[config.mk]
export PLATFORM = sky130hd
export DESIGN_NAME = sincronizador_vga
export DESIGN_NICKNAME = d
export VERILOG_FILES = /design/src/rtl/vga_timing_pkg.sv /design/src/rtl/contador_modulo.sv /design/src/rtl/sincronizador_vga.sv
export SDC_FILE = /design/constraint.sdc
export NUM_CORES = 1
export LEC_CHECK = 0
export CAP_MARGIN = 20
export CORE_MARGIN = 2
export CORE_UTILIZATION = 30
export DETAILED_ROUTE_END_ITERATION = 8
export GPL_TIMING_DRIVEN = 0
export PLACE_DENSITY = 0.55
export SETUP_SLACK_MARGIN = 0.02
export SLEW_MARGIN = 10
export SYNTH_ARGS = -nofsm -noshare
export SYNTH_HDL_FRONTEND = slang
export SYNTH_SLANG_ARGS = --single-unit
[constraint.sdc]
create_clock -name reloj -period 5.7 [get_ports reloj]
set_input_delay 0.57 -clock reloj [delete_from_list [all_inputs] [get_ports reloj]]
set_output_delay 0.57 -clock reloj [all_outputs]
set_load 0.1 [all_outputs]
[src/rtl/vga_timing_pkg.sv]
// rtl/vga_timing_pkg.sv - 640x480@60 VGA timing constants and raster phase decode
package vga_timing_pkg;

  localparam int DIV_DEF    = 4;
  localparam int H_VIS_DEF  = 640;
  localparam int H_FP_DEF   = 16;
  localparam int H_SYNC_DEF = 96;
  localparam int H_BP_DEF   = 48;
  localparam int V_VIS_DEF  = 480;
  localparam int V_FP_DEF   = 10;
  localparam int V_SYNC_DEF = 2;
  localparam int V_BP_DEF   = 33;

  localparam int H_TOTAL_DEF = H_VIS_DEF + H_FP_DEF + H_SYNC_DEF + H_BP_DEF;
  localparam int V_TOTAL_DEF = V_VIS_DEF + V_FP_DEF + V_SYNC_DEF + V_BP_DEF;

  typedef enum logic [1:0] {
    VISIBLE = 2'd0,
    FRONT   = 2'd1,
    SYNC    = 2'd2,
    BACK    = 2'd3
  } fase_t;

  // Back porch is whatever remains after visible + front + sync.
  function automatic fase_t fase_de(input logic [9:0] pos, input int vis, input int fp,
                                    input int sw);
    int p;
    p = int'({22'd0, pos});
    if (p < vis)                return VISIBLE;
    else if (p < vis + fp)      return FRONT;
    else if (p < vis + fp + sw) return SYNC;
    else                        return BACK;
  endfunction

endpackage

[src/rtl/contador_modulo.sv]
// rtl/contador_modulo.sv - mod-N counter with enable, look-ahead next value and terminal count
module contador_modulo #(
  parameter int N = 2,
  parameter int W = 10
) (
  input  logic         clk,
  input  logic         rst_n,
  input  logic         en,
  output logic [W-1:0] q,
  output logic [W-1:0] q_next,
  output logic         tc
);

  localparam logic [W-1:0] ULTIMO = W'(N - 1);

  assign tc = (q == ULTIMO);

  always_comb begin
    q_next = q;
    if (en) begin
      q_next = tc ? '0 : q + W'(1);
    end
  end

  always_ff @(posedge clk or negedge rst_n) begin
    if (!rst_n) begin
      q <= '0;
    end else begin
      q <= q_next;
    end
  end

endmodule

[src/rtl/sincronizador_vga.sv]
// rtl/sincronizador_vga.sv - VGA raster timing: pixel tick, H/V counters, syncs, visible flag
module sincronizador_vga
  import vga_timing_pkg::*;
#(
  parameter int DIV    = DIV_DEF,
  parameter int H_VIS  = H_VIS_DEF,
  parameter int H_FP   = H_FP_DEF,
  parameter int H_SYNC = H_SYNC_DEF,
  parameter int H_BP   = H_BP_DEF,
  parameter int V_VIS  = V_VIS_DEF,
  parameter int V_FP   = V_FP_DEF,
  parameter int V_SYNC = V_SYNC_DEF,
  parameter int V_BP   = V_BP_DEF
) (
  input  logic       reloj,
  input  logic       resetM,
  output logic [9:0] Qh,
  output logic [9:0] Qv,
  output logic       hsync,
  output logic       vsync,
  output logic       video_on,
  output logic       pixel_tick,
  output logic       frame_start
);

  localparam int H_TOTAL = H_VIS + H_FP + H_SYNC + H_BP;
  localparam int V_TOTAL = V_VIS + V_FP + V_SYNC + V_BP;
  localparam int DW      = (DIV > 1) ? $clog2(DIV) : 1;

  if (DIV < 1 || H_TOTAL > 1024 || V_TOTAL > 1024) begin : g_param_check
    $error("sincronizador_vga: DIV must be >= 1 and H/V totals must not exceed 1024");
  end

  logic [DW-1:0] div_q;
  logic [DW-1:0] div_next;
  logic          tick_int;
  logic          unused_div;

  contador_modulo #(.N(DIV), .W(DW)) u_prescaler (
    .clk    (reloj),
    .rst_n  (resetM),
    .en     (1'b1),
    .q      (div_q),
    .q_next (div_next),
    .tc     (tick_int)
  );

  assign unused_div = ^{div_q, div_next};

  logic [9:0] h_next;
  logic [9:0] v_next;
  logic       h_tc;
  logic       v_tc;
  logic       v_en;

  contador_modulo #(.N(H_TOTAL), .W(10)) u_horizontal (
    .clk    (reloj),
    .rst_n  (resetM),
    .en     (tick_int),
    .q      (Qh),
    .q_next (h_next),
    .tc     (h_tc)
  );

  assign v_en = tick_int & h_tc;

  contador_modulo #(.N(V_TOTAL), .W(10)) u_vertical (
    .clk    (reloj),
    .rst_n  (resetM),
    .en     (v_en),
    .q      (Qv),
    .q_next (v_next),
    .tc     (v_tc)
  );

  // Decoding the look-ahead values keeps syncs aligned with the coordinates they belong to.
  fase_t h_fase_d;
  fase_t v_fase_d;

  always_comb begin
    h_fase_d = fase_de(h_next, H_VIS, H_FP, H_SYNC);
    v_fase_d = fase_de(v_next, V_VIS, V_FP, V_SYNC);
  end

  assign pixel_tick = tick_int & resetM;

  always_ff @(posedge reloj or negedge resetM) begin
    if (!resetM) begin
      hsync       <= 1'b1;
      vsync       <= 1'b1;
      video_on    <= 1'b1;
      frame_start <= 1'b0;
    end else begin
      hsync       <= (h_fase_d != SYNC);
      vsync       <= (v_fase_d != SYNC);
      video_on    <= (h_fase_d == VISIBLE) && (v_fase_d == VISIBLE);
      frame_start <= v_en & v_tc;
    end
  end

endmodule

==> flow_metrics.py <==
metrics = {
    "status": {
        "status": "complete, no violations",
    },
    "clocking": {
        "cts_resized": 0,
        "clkTransAtPathRegs_ns": 0.10,
        "cts_setup_buffers": 0,
        "numCtsBuffers": 3,
        "cts_sinks": 26,
        "htree_levels": 1,
        "root_buffer": "clkbuf_8",
        "postCtsHoldBufs": 0,
        "cts_tree": "built",
        "cts.path.max_buffers": 2,
        "clk_latency_ns": 0.27,
    },
    "global_routing": {
        "antenna_found_initial": 0,
        "grt_max_degree": 28,
        "grt_overflow": 0,
        "grt_pass1_vias": 1276,
        "grt_pass1_wl_um": 6440,
        "grt_use_total": 0.132,
    },
    "cells_and_area": {
        "nets": 211,
        "n_antenna_cell": 0,
        "drive_above_1_share": 0.132,
        "final_area_sq_um": 2030,
        "n_fill_cell": 528,
        "syn2layout_area_growth_pct": 23.6,
    },
    "floorplan": {
        "row_count": 26,
        "die_w_um": 77.9,
        "core_area_sq_um": 5200,
        "die_area_sq_um": 6080,
        "initial_core_util": 0.315,
        "ioPinCount": 27,
        "die_y_um": 77.9,
    },
    "yosys": {
        "synth_area_sq_um": 1640,
        "synth_compound_area_frac": 0.162,
        "synth_cells": 174,
        "synth_flop_cell": "dfrtp_1",
        "synth_top_area_share": 0.351,
        "synth.net_count": 180,
        "synth-async-reset-ratio": 1.00,
        "synth_xor_area_frac": 0.0481,
        "synthSimpleGateAreaFrac": 0.285,
        "synthTopCellsByArea": "dfrtp_1, nand4_1, dfstp_2",
        "synth-seq-cells": 26,
        "ys_seq_area_frac": 0.399,
        "synth_top_cell_by_area": "dfrtp_1",
        "synth_edf_count": 0,
        "synth.avg_cell_area_sq_um": 9.43,
        "muxShareOfSynthArea": 0.0183,
        "ys_types": 50,
        "synth-adder-area-share": 0.0305,
        "synth_warnings": 0,
        "synth_top_family_by_area": "simple AND/OR/NAND/NOR gates",
    },
    "sta": {
        "finClkSkew_ns": 0.00604,
        "tightest_slew_ns": 0.970,
        "slew_viol_final": 0,
        "grt_setup_unrepaired": "no",
        "setup_viol": 0,
        "slew_headroom": 0.351,
        "timing.hold.ws_ns": 0.287,
        "fmax_mhz": 338,
        "finalHoldViolCount": 0,
        "worst_slack_ns": 2.74,
        "final.setup.tns_ns": 0,
        "fin_crit_sh": 0.519,
        "period_needed_ns": 2.96,
    },
    "place": {
        "dpl.hpwl_um": 2790,
        "gp_congestion": 0.771,
        "dp_slack_ns": 2.69,
        "port_buffers": 26,
        "place_area_sq_um": 1980,
    },
    "setup_path": {
        "crit_path_start_kind": "input port",
        "worstSetupEndpointType": "primary output",
        "worstPathArrival_ns": 2.39,
        "r2r_slack_ns": 3.45,
        "path_cells": "buf_2, and2_1, clkdlybuf4s50_1",
        "crit_path_max_incr_delay_ns": 1.12,
        "worstRegToRegCells": 7,
        "cp.required_ns": 5.13,
        "crit_buf_inv": 2,
        "cp_max_fo": 27,
        "cp_slowest_cell": "clkdlybuf4s50_1",
        "crit_family": "buffers and inverters",
        "crit_cells": 3,
        "path_class": "input port to primary output",
    },
    "routing": {
        "route.detailed.drc": 0,
        "avgRoutedWirePerCell_um": 14.0,
        "drt-pass1-iter-count": 4,
        "via_per_inst": 5.08,
        "drt_iter0_drc": 103,
        "drtAntennaViolNets": 0,
        "wl_um": 3840,
        "route.vias.total": 1393,
    },
    "power": {
        "ir_drop_v": 0.0000648,
        "p_per_area_nw_per_um2": 148,
        "p_leak_nw": 0.798,
    },
    "hold_path": {
        "hold_path.class": "input port to asynchronous set/reset pin",
    },
    "flow_run": {
        "drv_cap": 0,
    },
}
[state kept, by name (all words and copies together), names as in the netlist]
register,cells
video_on,1
u_prescaler.q,2
frame_start,1
hsync,1
vsync,1
u_vertical.q,10
u_horizontal.q,10
[Yosys cell counts, drive strengths merged, types with 3 or more instances]
cell type / n
o31ai: 3
ha: 4
xnor2: 4
nand3: 7
a21oi: 10
nand2: 14
nor2b: 3
o21ai: 11
nand4: 16
and2: 4
clkbuf: 6
dfstp: 3
inv: 7
dfrtp: 23
xor2: 5
buf: 6
mux2i: 3
nor2: 10
or3: 4
and4: 3
nor3: 3
[per-stage QoR]
stage / utilization / std cells / total power [mW]
floorplan: - / 174 / 0.188
global placement: 0.382 / 270 / 0.193
detailed placement: 0.381 / 270 / 0.192
CTS: 0.390 / 274 / 0.303
global route: 0.390 / 274 / 0.312
finish: 0.390 / 274 / 0.299
[cells in the final DEF, fill, tap and decap left out, types with 3 or more instances in the layout]
cell type and count:
o31ai_1 3, dfstp_2 3, buf_2 4, nor2b_1 3, nor2_1 10, xor2_1 5, dfrtp_1 23, clkbuf_8 3
mux2i_1 3, and4_1 3, clkdlybuf4s50_1 25, xnor2_1 4, nand3_1 7, o21ai_0 10, a21oi_1 8, and2_1 4
clkbuf_1 6, nand4_1 15, or3_1 4, ha_1 4, inv_1 7, nand2_1 14
[report_power, final]
part	switching [mW]	leakage, nW	internal (mW)
registers	0	0.339	0.184
logic	0.00359	0.437	0.000245
clock network	0.0611	0.0228	0.0501
total	0.0647	0.798	0.235
[cell families (layout without fill, tap and decap cells)]
| group | after synthesis | after routing |
|---|---|---|
| fa+ha+maj | 4 | 4 |
| simple gates | 76 | 76 |
| compound gates | 37 | 37 |
| buf+inv | 19 | 49 |
| xor+xnor | 9 | 9 |
| flops | 26 | 26 |
| mux | 3 | 3 |
[routing by layer]
layer,up-vias,track usage,wire length [um]
met2,37,0.193,1740
met1,648,0.197,1900
met4,0,0.0491,43
li1,706,-,-
met3,2,0.0186,159
met5,-,0,0
[cell type report]
type	count	area [sq um]	share of cell area
Buffer	12	68.8	0.0339
Multi-Input combinational cell	129	891	0.439
Inverter	7	26.3	0.0130
Timing Repair Buffer	26	255	0.126
Tap cell	70	87.6	0.0432
Sequential cell	26	654	0.323
Clock buffer	4	45.0	0.0222
[final timing paths]
check	start	end
max	resetM	pixel_tick
min	resetM	u_horizontal.q[4]
max reg2reg	u_horizontal.q[0]	vsync
min reg2reg	u_prescaler.q[0]	u_prescaler.q[0]
max in group asynchronous	resetM	u_vertical.q[4]
min in group reloj	u_prescaler.q[0]	u_prescaler.q[0]
Note: power is estimated with default switching activity, not from simulation.
